--- config.mk ---
export PLATFORM = sky130hd
export DESIGN_NAME = control_unit
export DESIGN_NICKNAME = d
export VERILOG_FILES = /design/src/rtl/mini_src_pkg.sv /design/src/rtl/control_unit.sv
export SDC_FILE = /design/constraint.sdc
export NUM_CORES = 1
export LEC_CHECK = 0
export BUFFER_PORTS_ARGS = -buffer_cell sky130_fd_sc_hd__buf_4
export CORE_MARGIN = 4
export CORE_UTILIZATION = 28
export DETAILED_ROUTE_END_ITERATION = 10
export GPL_ROUTABILITY_DRIVEN = 0
export PLACE_DENSITY = 0.51
export SLEW_MARGIN = 20
export SYNTH_ARGS = -nofsm -noshare
export SYNTH_HDL_FRONTEND = slang
export SYNTH_SLANG_ARGS = --single-unit
export TNS_END_PERCENT = 100
--- constraint.sdc ---
create_clock -name clock -period 3.2 [get_ports clock]
set_input_delay 0.32 -clock clock [delete_from_list [all_inputs] [get_ports clock]]
set_output_delay 0.32 -clock clock [all_outputs]
set_load 0.1 [all_outputs]
--- src/rtl/mini_src_pkg.sv ---
// Shared encodings for the Mini SRC control sequencer: opcodes, ALU codes,
// bus sources and the T-state enum, plus per-opcode decode helpers.
package mini_src_pkg;

  localparam int unsigned OP_W    = 5;
  localparam int unsigned ALU_W   = 4;
  localparam int unsigned BUS_W   = 5;
  localparam int unsigned STATE_W = 4;

  localparam logic [OP_W-1:0] OP_LD   = 5'd0;
  localparam logic [OP_W-1:0] OP_LDI  = 5'd1;
  localparam logic [OP_W-1:0] OP_ST   = 5'd2;
  localparam logic [OP_W-1:0] OP_ADD  = 5'd3;
  localparam logic [OP_W-1:0] OP_SUB  = 5'd4;
  localparam logic [OP_W-1:0] OP_AND  = 5'd5;
  localparam logic [OP_W-1:0] OP_OR   = 5'd6;
  localparam logic [OP_W-1:0] OP_ROR  = 5'd7;
  localparam logic [OP_W-1:0] OP_ROL  = 5'd8;
  localparam logic [OP_W-1:0] OP_SHR  = 5'd9;
  localparam logic [OP_W-1:0] OP_SHRA = 5'd10;
  localparam logic [OP_W-1:0] OP_SHL  = 5'd11;
  localparam logic [OP_W-1:0] OP_ADDI = 5'd12;
  localparam logic [OP_W-1:0] OP_ANDI = 5'd13;
  localparam logic [OP_W-1:0] OP_ORI  = 5'd14;
  localparam logic [OP_W-1:0] OP_DIV  = 5'd15;
  localparam logic [OP_W-1:0] OP_MUL  = 5'd16;
  localparam logic [OP_W-1:0] OP_NEG  = 5'd17;
  localparam logic [OP_W-1:0] OP_NOT  = 5'd18;
  localparam logic [OP_W-1:0] OP_BR   = 5'd19;
  localparam logic [OP_W-1:0] OP_JR   = 5'd20;
  localparam logic [OP_W-1:0] OP_JAL  = 5'd21;
  localparam logic [OP_W-1:0] OP_IN   = 5'd22;
  localparam logic [OP_W-1:0] OP_OUT  = 5'd23;
  localparam logic [OP_W-1:0] OP_MFHI = 5'd24;
  localparam logic [OP_W-1:0] OP_MFLO = 5'd25;
  localparam logic [OP_W-1:0] OP_NOP  = 5'd26;
  localparam logic [OP_W-1:0] OP_HALT = 5'd27;

  localparam logic [ALU_W-1:0] ALU_ADD  = 4'd0;
  localparam logic [ALU_W-1:0] ALU_SUB  = 4'd1;
  localparam logic [ALU_W-1:0] ALU_AND  = 4'd2;
  localparam logic [ALU_W-1:0] ALU_OR   = 4'd3;
  localparam logic [ALU_W-1:0] ALU_ROR  = 4'd4;
  localparam logic [ALU_W-1:0] ALU_ROL  = 4'd5;
  localparam logic [ALU_W-1:0] ALU_SHR  = 4'd6;
  localparam logic [ALU_W-1:0] ALU_SHRA = 4'd7;
  localparam logic [ALU_W-1:0] ALU_SHL  = 4'd8;
  localparam logic [ALU_W-1:0] ALU_DIV  = 4'd9;
  localparam logic [ALU_W-1:0] ALU_MUL  = 4'd10;
  localparam logic [ALU_W-1:0] ALU_NEG  = 4'd11;
  localparam logic [ALU_W-1:0] ALU_NOT  = 4'd12;

  localparam logic [BUS_W-1:0] BUS_HI     = 5'd16;
  localparam logic [BUS_W-1:0] BUS_LO     = 5'd17;
  localparam logic [BUS_W-1:0] BUS_ZHI    = 5'd18;
  localparam logic [BUS_W-1:0] BUS_ZLO    = 5'd19;
  localparam logic [BUS_W-1:0] BUS_PC     = 5'd20;
  localparam logic [BUS_W-1:0] BUS_MDR    = 5'd21;
  localparam logic [BUS_W-1:0] BUS_INPORT = 5'd22;

  typedef enum logic [STATE_W-1:0] {
    ST_T0, ST_T1, ST_T2, ST_T3, ST_T4, ST_T5, ST_T6, ST_T7, ST_HALT
  } state_t;

  // Final T-state index of each opcode; unknown opcodes behave as nop.
  function automatic logic [2:0] last_tstate(input logic [OP_W-1:0] op);
    case (op)
      OP_NEG, OP_NOT, OP_JAL, OP_IN:                       return 3'd4;
      OP_ADD, OP_SUB, OP_AND, OP_OR, OP_ROR, OP_ROL,
      OP_SHR, OP_SHRA, OP_SHL, OP_ADDI, OP_ANDI, OP_ORI,
      OP_LDI:                                              return 3'd5;
      OP_ST, OP_MUL, OP_DIV:                               return 3'd6;
      OP_LD, OP_BR:                                        return 3'd7;
      default:                                             return 3'd3;
    endcase
  endfunction

  function automatic logic [ALU_W-1:0] alu_code(input logic [OP_W-1:0] op);
    case (op)
      OP_SUB:           return ALU_SUB;
      OP_AND, OP_ANDI:  return ALU_AND;
      OP_OR, OP_ORI:    return ALU_OR;
      OP_ROR:           return ALU_ROR;
      OP_ROL:           return ALU_ROL;
      OP_SHR:           return ALU_SHR;
      OP_SHRA:          return ALU_SHRA;
      OP_SHL:           return ALU_SHL;
      OP_DIV:           return ALU_DIV;
      OP_MUL:           return ALU_MUL;
      OP_NEG:           return ALU_NEG;
      OP_NOT:           return ALU_NOT;
      default:          return ALU_ADD;
    endcase
  endfunction

endpackage

--- src/rtl/control_unit.sv ---
// Hardwired Mini SRC sequencer: fetch in T0-T2, opcode-specific execute in
// T3-T7, strobes decoded from the T-state and IR, HALT parks until clear.
module control_unit
  import mini_src_pkg::*;
(
  input  logic              clock,
  input  logic              clear,
  input  logic [31:0]       IR,
  input  logic              CON_out,
  output logic              run,
  output logic [BUS_W-1:0]  BusDataSelect,
  output logic [ALU_W-1:0]  ALU_op,
  output logic              incPC, e_PC, e_IR, e_Y, e_Z, e_HI, e_LO, e_MDR, e_MAR,
  output logic              Gra, Grb, Grc, Rin_en, Rout_en, BAout, imm_sel, MDR_read,
  output logic              ram_read, ram_write, CON_enable, RA_en, e_Out, e_IN
);

  state_t          state, state_nx;
  logic [OP_W-1:0] op;
  logic [3:0]      ra, rb, rc;
  logic [2:0]      tstate;
  logic            unused_ir;

  assign op        = IR[31:27];
  assign ra        = IR[26:23];
  assign rb        = IR[22:19];
  assign rc        = IR[18:15];
  assign unused_ir = ^IR[14:0];
  assign tstate    = 3'(state);

  always_ff @(posedge clock) begin
    if (clear) begin
      state <= ST_T0;
      run   <= 1'b1;
    end else begin
      state <= state_nx;
      run   <= (state_nx != ST_HALT);
    end
  end

  // Opcode is only consulted from T3 on, once IR holds the fetched word.
  always_comb begin
    state_nx = state;
    case (state)
      ST_T0:   state_nx = ST_T1;
      ST_T1:   state_nx = ST_T2;
      ST_T2:   state_nx = ST_T3;
      ST_HALT: state_nx = ST_HALT;
      default: begin
        if (state == ST_T3 && op == OP_HALT)   state_nx = ST_HALT;
        else if (tstate >= last_tstate(op))    state_nx = ST_T0;
        else                                   state_nx = state_t'(4'(state) + 4'd1);
      end
    endcase
  end

  always_comb begin
    BusDataSelect = '0;
    ALU_op     = ALU_ADD;
    incPC      = 1'b0; e_PC    = 1'b0; e_IR     = 1'b0; e_Y      = 1'b0;
    e_Z        = 1'b0; e_HI    = 1'b0; e_LO     = 1'b0; e_MDR    = 1'b0;
    e_MAR      = 1'b0; Gra     = 1'b0; Grb      = 1'b0; Grc      = 1'b0;
    Rin_en     = 1'b0; Rout_en = 1'b0; BAout    = 1'b0; imm_sel  = 1'b0;
    MDR_read   = 1'b0; ram_read = 1'b0; ram_write = 1'b0; CON_enable = 1'b0;
    RA_en      = 1'b0; e_Out   = 1'b0; e_IN     = 1'b0;
    if (!clear) begin
      case (state)
        ST_T0: begin BusDataSelect = BUS_PC; e_MAR = 1'b1; incPC = 1'b1; end
        ST_T1: begin ram_read = 1'b1; MDR_read = 1'b1; e_MDR = 1'b1; end
        ST_T2: begin BusDataSelect = BUS_MDR; e_IR = 1'b1; end
        ST_HALT: ;
        default: begin
          case (op)
            OP_ADD, OP_SUB, OP_AND, OP_OR, OP_ROR, OP_ROL, OP_SHR, OP_SHRA, OP_SHL: begin
              case (state)
                ST_T3: begin Grb = 1'b1; Rout_en = 1'b1; BusDataSelect = 5'(rb); e_Y = 1'b1; end
                ST_T4: begin Grc = 1'b1; Rout_en = 1'b1; BusDataSelect = 5'(rc);
                             ALU_op = alu_code(op); e_Z = 1'b1; end
                ST_T5: begin BusDataSelect = BUS_ZLO; Gra = 1'b1; Rin_en = 1'b1; end
                default: ;
              endcase
            end
            OP_NEG, OP_NOT: begin
              case (state)
                ST_T3: begin Grb = 1'b1; Rout_en = 1'b1; BusDataSelect = 5'(rb);
                             ALU_op = alu_code(op); e_Z = 1'b1; end
                ST_T4: begin BusDataSelect = BUS_ZLO; Gra = 1'b1; Rin_en = 1'b1; end
                default: ;
              endcase
            end
            // Immediate and memory-address ops share the Rb + imm address phase.
            OP_ADDI, OP_ANDI, OP_ORI, OP_LDI, OP_LD, OP_ST: begin
              case (state)
                ST_T3: begin Grb = 1'b1; Rout_en = 1'b1; BusDataSelect = 5'(rb); e_Y = 1'b1;
                             BAout = (op == OP_LDI || op == OP_LD || op == OP_ST); end
                ST_T4: begin imm_sel = 1'b1; ALU_op = alu_code(op); e_Z = 1'b1; end
                ST_T5: begin
                  BusDataSelect = BUS_ZLO;
                  if (op == OP_LD || op == OP_ST) e_MAR = 1'b1;
                  else begin Gra = 1'b1; Rin_en = 1'b1; end
                end
                ST_T6: begin
                  if (op == OP_LD) begin ram_read = 1'b1; MDR_read = 1'b1; e_MDR = 1'b1; end
                  else begin Gra = 1'b1; Rout_en = 1'b1; BusDataSelect = 5'(ra); ram_write = 1'b1; end
                end
                ST_T7: begin BusDataSelect = BUS_MDR; Gra = 1'b1; Rin_en = 1'b1; end
                default: ;
              endcase
            end
            OP_MUL, OP_DIV: begin
              case (state)
                ST_T3: begin Gra = 1'b1; Rout_en = 1'b1; BusDataSelect = 5'(ra); e_Y = 1'b1; end
                ST_T4: begin Grb = 1'b1; Rout_en = 1'b1; BusDataSelect = 5'(rb);
                             ALU_op = alu_code(op); e_Z = 1'b1; end
                ST_T5: begin BusDataSelect = BUS_ZLO; e_LO = 1'b1; end
                ST_T6: begin BusDataSelect = BUS_ZHI; e_HI = 1'b1; end
                default: ;
              endcase
            end
            OP_BR: begin
              case (state)
                ST_T3: begin Gra = 1'b1; Rout_en = 1'b1; BusDataSelect = 5'(ra); RA_en = 1'b1; end
                ST_T4: CON_enable = 1'b1;
                ST_T5: begin BusDataSelect = BUS_PC; e_Y = 1'b1; end
                ST_T6: begin imm_sel = 1'b1; ALU_op = ALU_ADD; e_Z = 1'b1; end
                ST_T7: begin BusDataSelect = BUS_ZLO; e_PC = CON_out; end
                default: ;
              endcase
            end
            OP_JR: begin
              if (state == ST_T3) begin
                Gra = 1'b1; Rout_en = 1'b1; BusDataSelect = 5'(ra); e_PC = 1'b1;
              end
            end
            OP_JAL: begin
              case (state)
                ST_T3: begin BusDataSelect = BUS_PC; Grb = 1'b1; Rin_en = 1'b1; end
                ST_T4: begin Gra = 1'b1; Rout_en = 1'b1; BusDataSelect = 5'(ra); e_PC = 1'b1; end
                default: ;
              endcase
            end
            OP_IN: begin
              case (state)
                ST_T3: e_IN = 1'b1;
                ST_T4: begin BusDataSelect = BUS_INPORT; Gra = 1'b1; Rin_en = 1'b1; end
                default: ;
              endcase
            end
            OP_OUT: begin
              if (state == ST_T3) begin
                Gra = 1'b1; Rout_en = 1'b1; BusDataSelect = 5'(ra); e_Out = 1'b1;
              end
            end
            OP_MFHI, OP_MFLO: begin
              if (state == ST_T3) begin
                BusDataSelect = (op == OP_MFHI) ? BUS_HI : BUS_LO;
                Gra = 1'b1; Rin_en = 1'b1;
              end
            end
            default: ;
          endcase
        end
      endcase
    end
  end

endmodule

==> out/results.tsv, run 1 <==
stage	metric	value	unit
timing	rsz0062_at_grt	false	
timing	setup_viol	0	
floorplanning	core_area	5640	um^2
synthesis	synth_edf_count	0	
global_routing	top_usage_layer	met2	
placed_design	post-place-ws	327	ps
cts	clockRootBuffer	clkbuf_8	
setup_path	crit_chain	inv_1 -> ha_1 -> inv_1 -> a21oi_1 -> nor2_1 -> nand2_1 -> o221ai_1 -> buf_4	
timing	fmax	333	MHz
min_path	worstHoldPathType	in2reg	
synthesis	syn-cell-area	1670	um^2
setup_path	max_stage_delay	410	ps
synthesis	synthTopCellsByArea	a21oi_1 9.6%, ha_1 9.0%, nor2_1 7.4%	
finish	mostFrequentLayoutCells	68 x buf_4, 30 x nor2_1, 29 x a21oi_1	
cts	numCtsBuffers	3	
global_routing	grt_pass1_wl	11.2	mm
detailed_routing	antenna_left	0	
floorplanning	std_cell_rows	27	
synthesis	async_reset_ff_frac	0	
global_routing	grt-ovfl-total	0	
floorplanning	pin_count	68	
finish	regArea	100	um^2
detailed_routing	drt-initial-drc-count	342	
global_routing	met1_usage	0.269	
finish	area_delta_synth_final	38.3	%
min_path	hold_start	clear	
cts	clk_pin_slew	30	ps
synthesis	ys_ff_latch	5	
setup_path	r2r_start	state[0]$_SDFF_PP0_	
setup_path	path_common_cell	inv_1	
finish	drive_gt1_frac	0.284	
global_routing	grt_pass1_vias	2203	
setup_path	worstPathRequired	2880	ps
cts	hold_buffers	0	
placed_design	numPortBuffers	52	
finish	multi_input_area	1490	um^2
cts	cts.sinks	5	
cts	postCtsResizedCells	0	
setup_path	end_kind	output port	
placed_design	dpl.hpwl	5.24	mm
power_and_ir_drop	peakVddDrop	0.546	mV
setup_path	arrival	2680	ps
global_routing	grt_max_degree	25	
synthesis	syn_area_per_cell	6.08	um^2
global_routing	use_met3	0.0184	
cts	clock_latency	220	ps
floorplanning	die_h	85.2	um
detailed_routing	vias	2296	
detailed_routing	drc	0	
global_routing	gr-usage-met2	0.304	
setup_path	critPathKind	reg2out	
power_and_ir_drop	p_leak	0.000929	uW
floorplanning	die_area	7250	um^2
finish	antenna_cells	0	
floorplanning	die_x	85.2	um
setup_path	worstSetupStartpointType	flop	
flow_run	cap_viol_max_count	0	
detailed_routing	drt_wl_total	6.81	mm
synthesis	netlist_instances	274	
timing	fin_worst_skew	0.880	ps
setup_path	slowest_stage	dfxtp_1	
timing	tightest_slew	525	ps
power_and_ir_drop	p_total	1290	uW
global_routing	grtUsageTotal	0.186	
timing	final.setup.tns	0	ps
global_routing	antenna_found_initial	0	
cts	cts_tree	yes	
timing	slew_headroom	0.647	
timing	min_period	3000	ps
finish	post-route-util	0.409	
cts	post_cts_buffers	0	
finish	final_common_cell	buf_4	
detailed_routing	dr.pass1.iters	5	
timing	finalHoldViolCount	0	
finish	nets	372	
timing	fin_crit_sh	0.938	
synthesis	synthesis.nets	321	
synthesis	synth_top_cell_area_share	0.0961	
detailed_routing	vias_per_cell	5.80	
finish	n_fill_cell	613	
synthesis	synth_area_leader_cell	a21oi_1	
cts	htreeDepth	1	
synthesis	ys_seq_area_frac	0.0601	
power_and_ir_drop	power-per-cell-area	558	nW/um^2
setup_path	worst-path-max-fanout	10	
synthesis	ys_warn_count	0	
setup_path	cp-startpoint	state[0]$_SDFF_PP0_	
cts	cts_buffer_depth	2	
status	status	complete, no violations	
synthesis	ys_types	57	
detailed_routing	wire_per_inst	17.2	um
timing	slew_violations	0	
synthesis	synthFlopType	dfxtp_1	
timing	setup_slack	198	ps
floorplanning	start_util	0.295	
cell type report:
cell class                      instances  share of cell area
Multi-Input combinational cell        229               0.647
Timing Repair Buffer                   68               0.221
Sequential cell                         5              0.0434
Tap cell                               72              0.0391
Inverter                               18              0.0293
Clock buffer                            4              0.0195
Yosys cell counts (4+ instances only):
master / count
dfxtp_1: 5
ha_1: 12
clkbuf_1: 15
nor3_1: 16
nor2b_1: 5
nand2_1: 23
xnor2_1: 5
a31oi_1: 8
a21oi_1: 32
and3_1: 4
nand3_1: 6
a21o_1: 4
nor2_1: 33
nor4_1: 6
inv_1: 16
o22ai_1: 4
or3_1: 4
o21ai_0: 12
nand2b_1: 4
report_power, final:
group / total, uW / internal (uW) / leakage, uW / switching [uW]
logic: 1070 / 314 / 0.000865 / 751
registers: 109 / 85.2 / 0.0000411 / 23.9
clock network: 113 / 85.2 / 0.0000228 / 27.4
final timing paths:
| check | cells after the start | end | slack, ps |
|---|---|---|---|
| worst max-delay path | 8 | Rout_en | 200 |
| worst min-delay path | 2 | state[0]$_SDFF_PP0_ | 370 |
| worst max register to register | 8 | run$_SDFF_PP1_ | 1090 |
| worst min register to register | 2 | state[0]$_SDFF_PP0_ | 640 |
registers in the layout, indices dropped and copies added, names as in the netlist:
name	flops
run	1
state	4
per-layer routing:
metal	vias up	routed length (um)
li1	1104	-
met1	1073	2950
met2	115	3290
met3	4	542
met4	0	25
met5	-	0
critical path, delay by kind of cell (launching register included):
family	cells	cell delay, ps
buf+inv	3	630
simple gates	2	630
compound gates	2	440
flops	1	410
fa+ha+maj	1	360
through the flow:
stage | hold WS [ps] | area (um^2) | std cells
after detailed placement | 601 | 2260 | 392
after CTS | 375 | 2300 | 396
final | 373 | 2300 | 396
after global placement | 595 | 2260 | 392
after floorplan | 592 | 1750 | 274
after global routing | 384 | 2300 | 396
kinds of logic after synthesis:
family | Yosys count | synth area share
DFF | 5 | 0.0601
buffers and inverters | 40 | 0.0968
xor gates and xnor gates | 5 | 0.0263
and+or+nand+nor | 116 | 0.348
AOI/OAI and AO/OA | 96 | 0.379
adders and majority gates | 12 | 0.0901
No activity file was read; power rests on OpenSTA's default activity.
==> run 2: changes to the inputs <==
--- a/config.mk
+++ b/config.mk
@@ -11,6 +11,7 @@
 export DETAILED_ROUTE_END_ITERATION = 10
 export GPL_ROUTABILITY_DRIVEN = 0
 export PLACE_DENSITY = 0.51
+export REMOVE_ABC_BUFFERS = 1
 export SLEW_MARGIN = 20
 export SYNTH_ARGS = -nofsm -noshare
 export SYNTH_HDL_FRONTEND = slang
==> out/results.tsv, run 2 (synthesis gave the netlist of run 1 again) <==
stage	metric	value	unit	change
finish	multi_input_area	1410	um^2	-5.8%
finish	nets	370		-0.54%
timing	fin_crit_sh	0.941		+0.00235
setup_path	worst-path-max-fanout	10		unchanged
timing	rsz0062_at_grt	false		
floorplanning	core_area	5640	um^2	unchanged
setup_path	worstSetupEndpoint	Rout_en		
setup_path	arrival	2690	ps	about the same
cts	hold_buffers	0		unchanged
timing	tightest_slew	587	ps	+62.0 ps
setup_path	cp-startpoint	state[0]$_SDFF_PP0_		
finish	reg_top3	state: 4 flops, run: 1 flops		
cts	clock_latency	210	ps	about the same
flow_run	cap_viol_max_count	0		unchanged
detailed_routing	drt_wl_total	6.73	mm	-1.1%
global_routing	antenna_found_initial	0		unchanged
timing	slew_violations	0		unchanged
floorplanning	die_x	85.2	um	unchanged
placed_design	numPortBuffers	52		unchanged
finish	antenna_cells	0		unchanged
finish	area_delta_synth_final	32.2	%	
finish	final_common_cell	buf_4		
setup_path	r2r_start	state[0]$_SDFF_PP0_		
power_and_ir_drop	p_sw	786	uW	-2.1%
finish	n_fill_cell	639		+4.2%
detailed_routing	wire_per_inst	17.1	um	-0.61%
min_path	worstHoldPathType	in2reg		
global_routing	grtUsageTotal	0.184		-0.00251
detailed_routing	antenna_left	0		unchanged
power_and_ir_drop	swShare	0.632		+0.00840
setup_path	r2r_cells	8		unchanged
placed_design	placed_area	2160	um^2	-4.5%
timing	min_period	3010	ps	+7.53 ps
finish	final_area	2200	um^2	-4.4%
setup_path	r2r_end	run$_SDFF_PP1_		
finish	top_register	state		
detailed_routing	vias_per_cell	5.72		-1.4%
power_and_ir_drop	cellInternalPower	457	uW	-5.5%
setup_path	worstSetupStartpointType	flop		
setup_path	slowest_stage	or3_1		
cts	postCtsResizedCells	0		unchanged
power_and_ir_drop	p_seq_frac	0.106		+0.021
floorplanning	std_cell_rows	27		unchanged
detailed_routing	highest_layer	met4		
global_routing	grt_pass1_vias	2161		-1.9%
setup_path	worstPathRequired	2880	ps	about the same
status	status	complete, no violations		
setup_path	critPathKind	reg2out		
timing	final.setup.tns	0	ps	unchanged
placed_design	dpl.hpwl	5.19	mm	-1.0%
timing	fmax	332	MHz	-0.25%
detailed_routing	wl_met3	493	um	-9.0%
setup_path	r2r_setup_slack	1100	ps	about the same
detailed_routing	drc	0		unchanged
power_and_ir_drop	power-per-cell-area	564	nW/um^2	+1.1%
timing	finalHoldViolCount	0		unchanged
cts	clockRootBuffer	clkbuf_8		
cts	cts_tree	yes		
timing	setup_viol	0		unchanged
floorplanning	pin_count	68		unchanged
power_and_ir_drop	p_clk_frac	0.090		+0.002
detailed_routing	drt-initial-drc-count	181		-47%
cts	cts_buffer_depth	2		unchanged
finish	largest_register_ffs	4		unchanged
cts	cts.sinks	5		unchanged
global_routing	grt_max_degree	25		unchanged
cts	post_cts_buffers	0		unchanged
detailed_routing	drt-met1-wl	3.04	mm	+2.8%
min_path	hold_start	clear		
global_routing	grt_pass1_wl	11.1	mm	-1.2%
setup_path	crit_chain	inv_1 -> ha_1 -> inv_1 -> a21oi_1 -> or2_1 -> or3_1 -> o221ai_1 -> buf_4		
floorplanning	die_h	85.2	um	unchanged
cts	clk_pin_slew	30	ps	about the same
timing	fin_worst_skew	1.38	ps	+0.495 ps
power_and_ir_drop	comb_power_share	0.804		-0.024
cts	numCtsBuffers	3		unchanged
finish	drive_gt1_frac	0.239		-0.0448
detailed_routing	wl_met2	3.11	mm	-5.4%
setup_path	end_kind	output port		
setup_path	max_stage_delay	460	ps	+50 ps
finish	regArea	100	um^2	unchanged
global_routing	grt-ovfl-total	0		unchanged
detailed_routing	vias	2252		-1.9%
power_and_ir_drop	p_leak	0.000904	uW	-2.7%
setup_path	path_common_cell	inv_1		
cts	htreeDepth	1		unchanged
finish	mostFrequentLayoutCells	66 x buf_4, 33 x nor2_1, 32 x a21oi_1		
detailed_routing	dr.pass1.iters	5		unchanged
floorplanning	die_area	7250	um^2	unchanged
floorplanning	start_util	0.295		unchanged
timing	slew_headroom	0.608		-0.0386
power_and_ir_drop	peakVddDrop	0.386	mV	-29%
-- run 2: cell count changes in the layout (fill, tap and decap cells not counted), moves of 2 or more --
cell     previous run  this run
nor4b_1             1         3
nor4_1              4         6
nor2_1             30        33
a31oi_2             2         0
nor2_2              3         0
a31oi_1             6         8
buf_4              68        66
a21oi_1            29        32
a21oi_2             3         1
-- run 2: power by group through the flow --
stage / clock network, uW / logic [uW] / registers [uW]
4_1_cts: 116 / 995 / 130
3_5_place_dp: 0 / 991 / 132
3_3_place_gp: 0 / 986 / 132
2_1_floorplan: 0 / 704 / 152
5_1_grt: 119 / 1060 / 138
6_report: 111 / 1000 / 132
-- run 2: how the worst min path moves through the flow --
stage,slack (ps),to,depth (start not counted)
after global placement,580,state[0]$_SDFF_PP0_,2
after floorplan,390,state[0]$_SDFF_PP0_,1
after global routing,360,state[0]$_SDFF_PP0_,2
after CTS,360,state[0]$_SDFF_PP0_,2
after detailed placement,580,state[0]$_SDFF_PP0_,2
final,360,state[0]$_SDFF_PP0_,2
-- run 2: per-stage QoR --
| step | std cells | power, uW | util | setup slack (ps) | hold slack [ps] |
|---|---|---|---|---|---|
| final | 394 | 1240 | 0.391 | 190 | 357 |
| after CTS | 394 | 1240 | 0.391 | 198 | 356 |
| after global routing | 394 | 1320 | 0.391 | 36.9 | 364 |
| after detailed placement | 390 | 1120 | 0.383 | 390 | 583 |
| after floorplan | 252 | 856 | - | -4310 | 392 |
| after global placement | 390 | 1120 | 0.383 | 397 | 578 |
-- run 2: final cells by class --
cell class	instances	area share
clock buffers	4	0.0204
inverters	18	0.0307
multi-input cells	229	0.638
flip-flops and latches	5	0.0454
well taps	72	0.0409
repair buffers	66	0.225
-- run 2: per-layer routing --
layer / track usage / up-vias
li1: - / 1098
met1: 0.262 / 1051
met2: 0.294 / 91
met3: 0.0214 / 12
met4: 0.0403 / 0
met5: 0 / -
-- run 2: critical path, delay by kind of cell (launching register included) --
family | cells | cell delay [ps]
AO/OA/AOI/OAI | 2 | 260
adder cells (fa/ha/maj) | 1 | 370
flip-flops | 1 | 410
buffers and inverters | 3 | 590
AND/OR/NAND/NOR | 2 | 840
==> run 3: changes to the inputs <==
--- a/config.mk
+++ b/config.mk
@@ -12,6 +12,7 @@
 export GPL_ROUTABILITY_DRIVEN = 0
 export PLACE_DENSITY = 0.51
 export REMOVE_ABC_BUFFERS = 1
+export SETUP_SLACK_MARGIN = 0.4
 export SLEW_MARGIN = 20
 export SYNTH_ARGS = -nofsm -noshare
 export SYNTH_HDL_FRONTEND = slang
==> out/results.tsv, run 3 (synthesis gave the netlist of run 1 again) <==
stage	metric	value	unit	change
status	status	complete, no violations		
finish	final_common_cell	buf_4		
detailed_routing	vias	2243		-0.40%
timing	slew_violations	0		unchanged
cts	clk_pin_slew	30	ps	about the same
power_and_ir_drop	power-per-cell-area	567	nW/um^2	+0.52%
finish	area_delta_synth_final	35.8	%	
cts	post_cts_buffers	0		unchanged
placed_design	placed_area	2160	um^2	unchanged
timing	setup_slack	506	ps	+316 ps
detailed_routing	vias_per_cell	5.69		-0.40%
detailed_routing	drt-initial-drc-count	214		+18%
setup_path	critPathKind	in2out		
cts	clockRootBuffer	clkbuf_8		
setup_path	end_kind	output port		
timing	fin_worst_skew	0.119	ps	-1.26 ps
timing	fin_crit_sh	0.842		-0.0988
finish	drive_gt1_frac	0.283		+0.0435
timing	tightest_slew	535	ps	-51.8 ps
setup_path	arrival	2370	ps	-320 ps
floorplanning	start_util	0.295		unchanged
detailed_routing	antenna_left	0		unchanged
global_routing	grt_max_degree	25		unchanged
detailed_routing	drc	0		unchanged
finish	largest_register_ffs	4		unchanged
floorplanning	die_h	85.2	um	unchanged
flow_run	cap_viol_max_count	0		unchanged
floorplanning	die_area	7250	um^2	unchanged
finish	nets	370		unchanged
placed_design	placedCellCount	390		unchanged
cts	numCtsBuffers	3		unchanged
floorplanning	core_area	5640	um^2	unchanged
global_routing	antenna_found_initial	0		unchanged
finish	n_fill_cell	637		-0.31%
power_and_ir_drop	p_total	1280	uW	+3.3%
power_and_ir_drop	peakVddDrop	0.385	mV	-0.32%
finish	regArea	104	um^2	+3.8%
cts	cts.sinks	5		unchanged
finish	antenna_cells	0		unchanged
timing	min_period	2690	ps	-316 ps
global_routing	grt_pass1_wl	11.1	mm	+0.19%
floorplanning	die_x	85.2	um	unchanged
timing	finalHoldViolCount	0		unchanged
floorplanning	pin_count	68		unchanged
timing	rsz0062_at_grt	true		
cts	htreeDepth	1		unchanged
finish	fin_cells	394		unchanged
global_routing	grt_pass1_vias	2160		-0.046%
cts	cts_buffer_depth	2		unchanged
timing	setup_viol	0		unchanged
finish	reg_top3	state: 4 flops, run: 1 flops		
detailed_routing	wire_per_inst	17.2	um	+0.61%
global_routing	grt-ovfl-total	0		unchanged
min_path	worstHoldPathType	in2reg		
setup_path	worstPathRequired	2880	ps	about the same
global_routing	grtUsageTotal	0.184		+0.000597
setup_path	worstSetupStartpointType	input port		
placed_design	numPortBuffers	52		unchanged
floorplanning	std_cell_rows	27		unchanged
cts	hold_buffers	0		unchanged
setup_path	worst-path-max-fanout	6		-4
finish	mostFrequentLayoutCells	61 x buf_4, 31 x a21oi_1, 30 x nor2_1		
power_and_ir_drop	p_leak	0.000912	uW	+0.86%
detailed_routing	dr.pass1.iters	5		unchanged
placed_design	dpl.hpwl	5.19	mm	unchanged
cts	postCtsResizedCells	10		+10
timing	slew_headroom	0.643		+0.0346
placed_design	post-place-ws	390	ps	unchanged
finish	final_area	2260	um^2	+2.7%
finish	multi_input_area	1440	um^2	+2.7%
timing	fmax	371	MHz	+12%
finish	top_register	state		
cts	clock_latency	210	ps	about the same
detailed_routing	drt_wl_total	6.78	mm	+0.61%
cts	cts_tree	yes		
[run 3: cell counts in the layout (fill, tap and decap cells not counted)]
Identical to the previous run, type by type.
[run 3: area by class of cell]
class                      count  share of cell area
multi-input combinational    229               0.637
timing repair buffer          66               0.227
sequential                     5              0.0459
tap                           72              0.0398
inverter                      18              0.0299
clock buffer                   4              0.0199
[run 3: worst max-delay path, cell delays in order]
cell and delay (ps):
buf_4 120, inv_1 110, ha_1 180, nor3_1 70
or3b_4 420, or3_4 420, a311oi_2 270, a21oi_1 80
a21oi_2 130, buf_6 230
[run 3: layer usage]
metal	GRT usage	up-vias	routed length (um)
met5	0	-	0
met1	0.265	1045	3160
met2	0.293	80	3120
met3	0.0214	14	386
met4	0.0403	0	108
li1	-	1104	-
[run 3: metrics by stage]
| stage | hold slack (ps) | TNS (ps) | utilization |
|---|---|---|---|
| 2_1_floorplan | 392 | -25960 | - |
| 3_3_place_gp | 578 | 0 | 0.383 |
| 5_1_grt | 365 | 0 | 0.401 |
| 6_report | 349 | 0 | 0.401 |
| 3_5_place_dp | 583 | 0 | 0.383 |
| 4_1_cts | 364 | 0 | 0.396 |
[run 3: power breakdown]
group	internal [uW]	switching (uW)	total [uW]
registers	87.6	49.4	137
logic	311	724	1030
clock network	85.2	27.0	112
[run 3: path summary, 6_finish.rpt]
kind                            start                   to  slack (ps)  depth (start not counted)
hold reg to reg   state[0]$_SDFF_PP0_  state[0]$_SDFF_PP0_         570                          2
setup / recovery               IR[28]     BusDataSelect[3]         510                         10
hold / removal                  clear  state[0]$_SDFF_PP0_         350                          2
setup reg to reg  state[0]$_SDFF_PP0_       run$_SDFF_PP1_        1160                          8
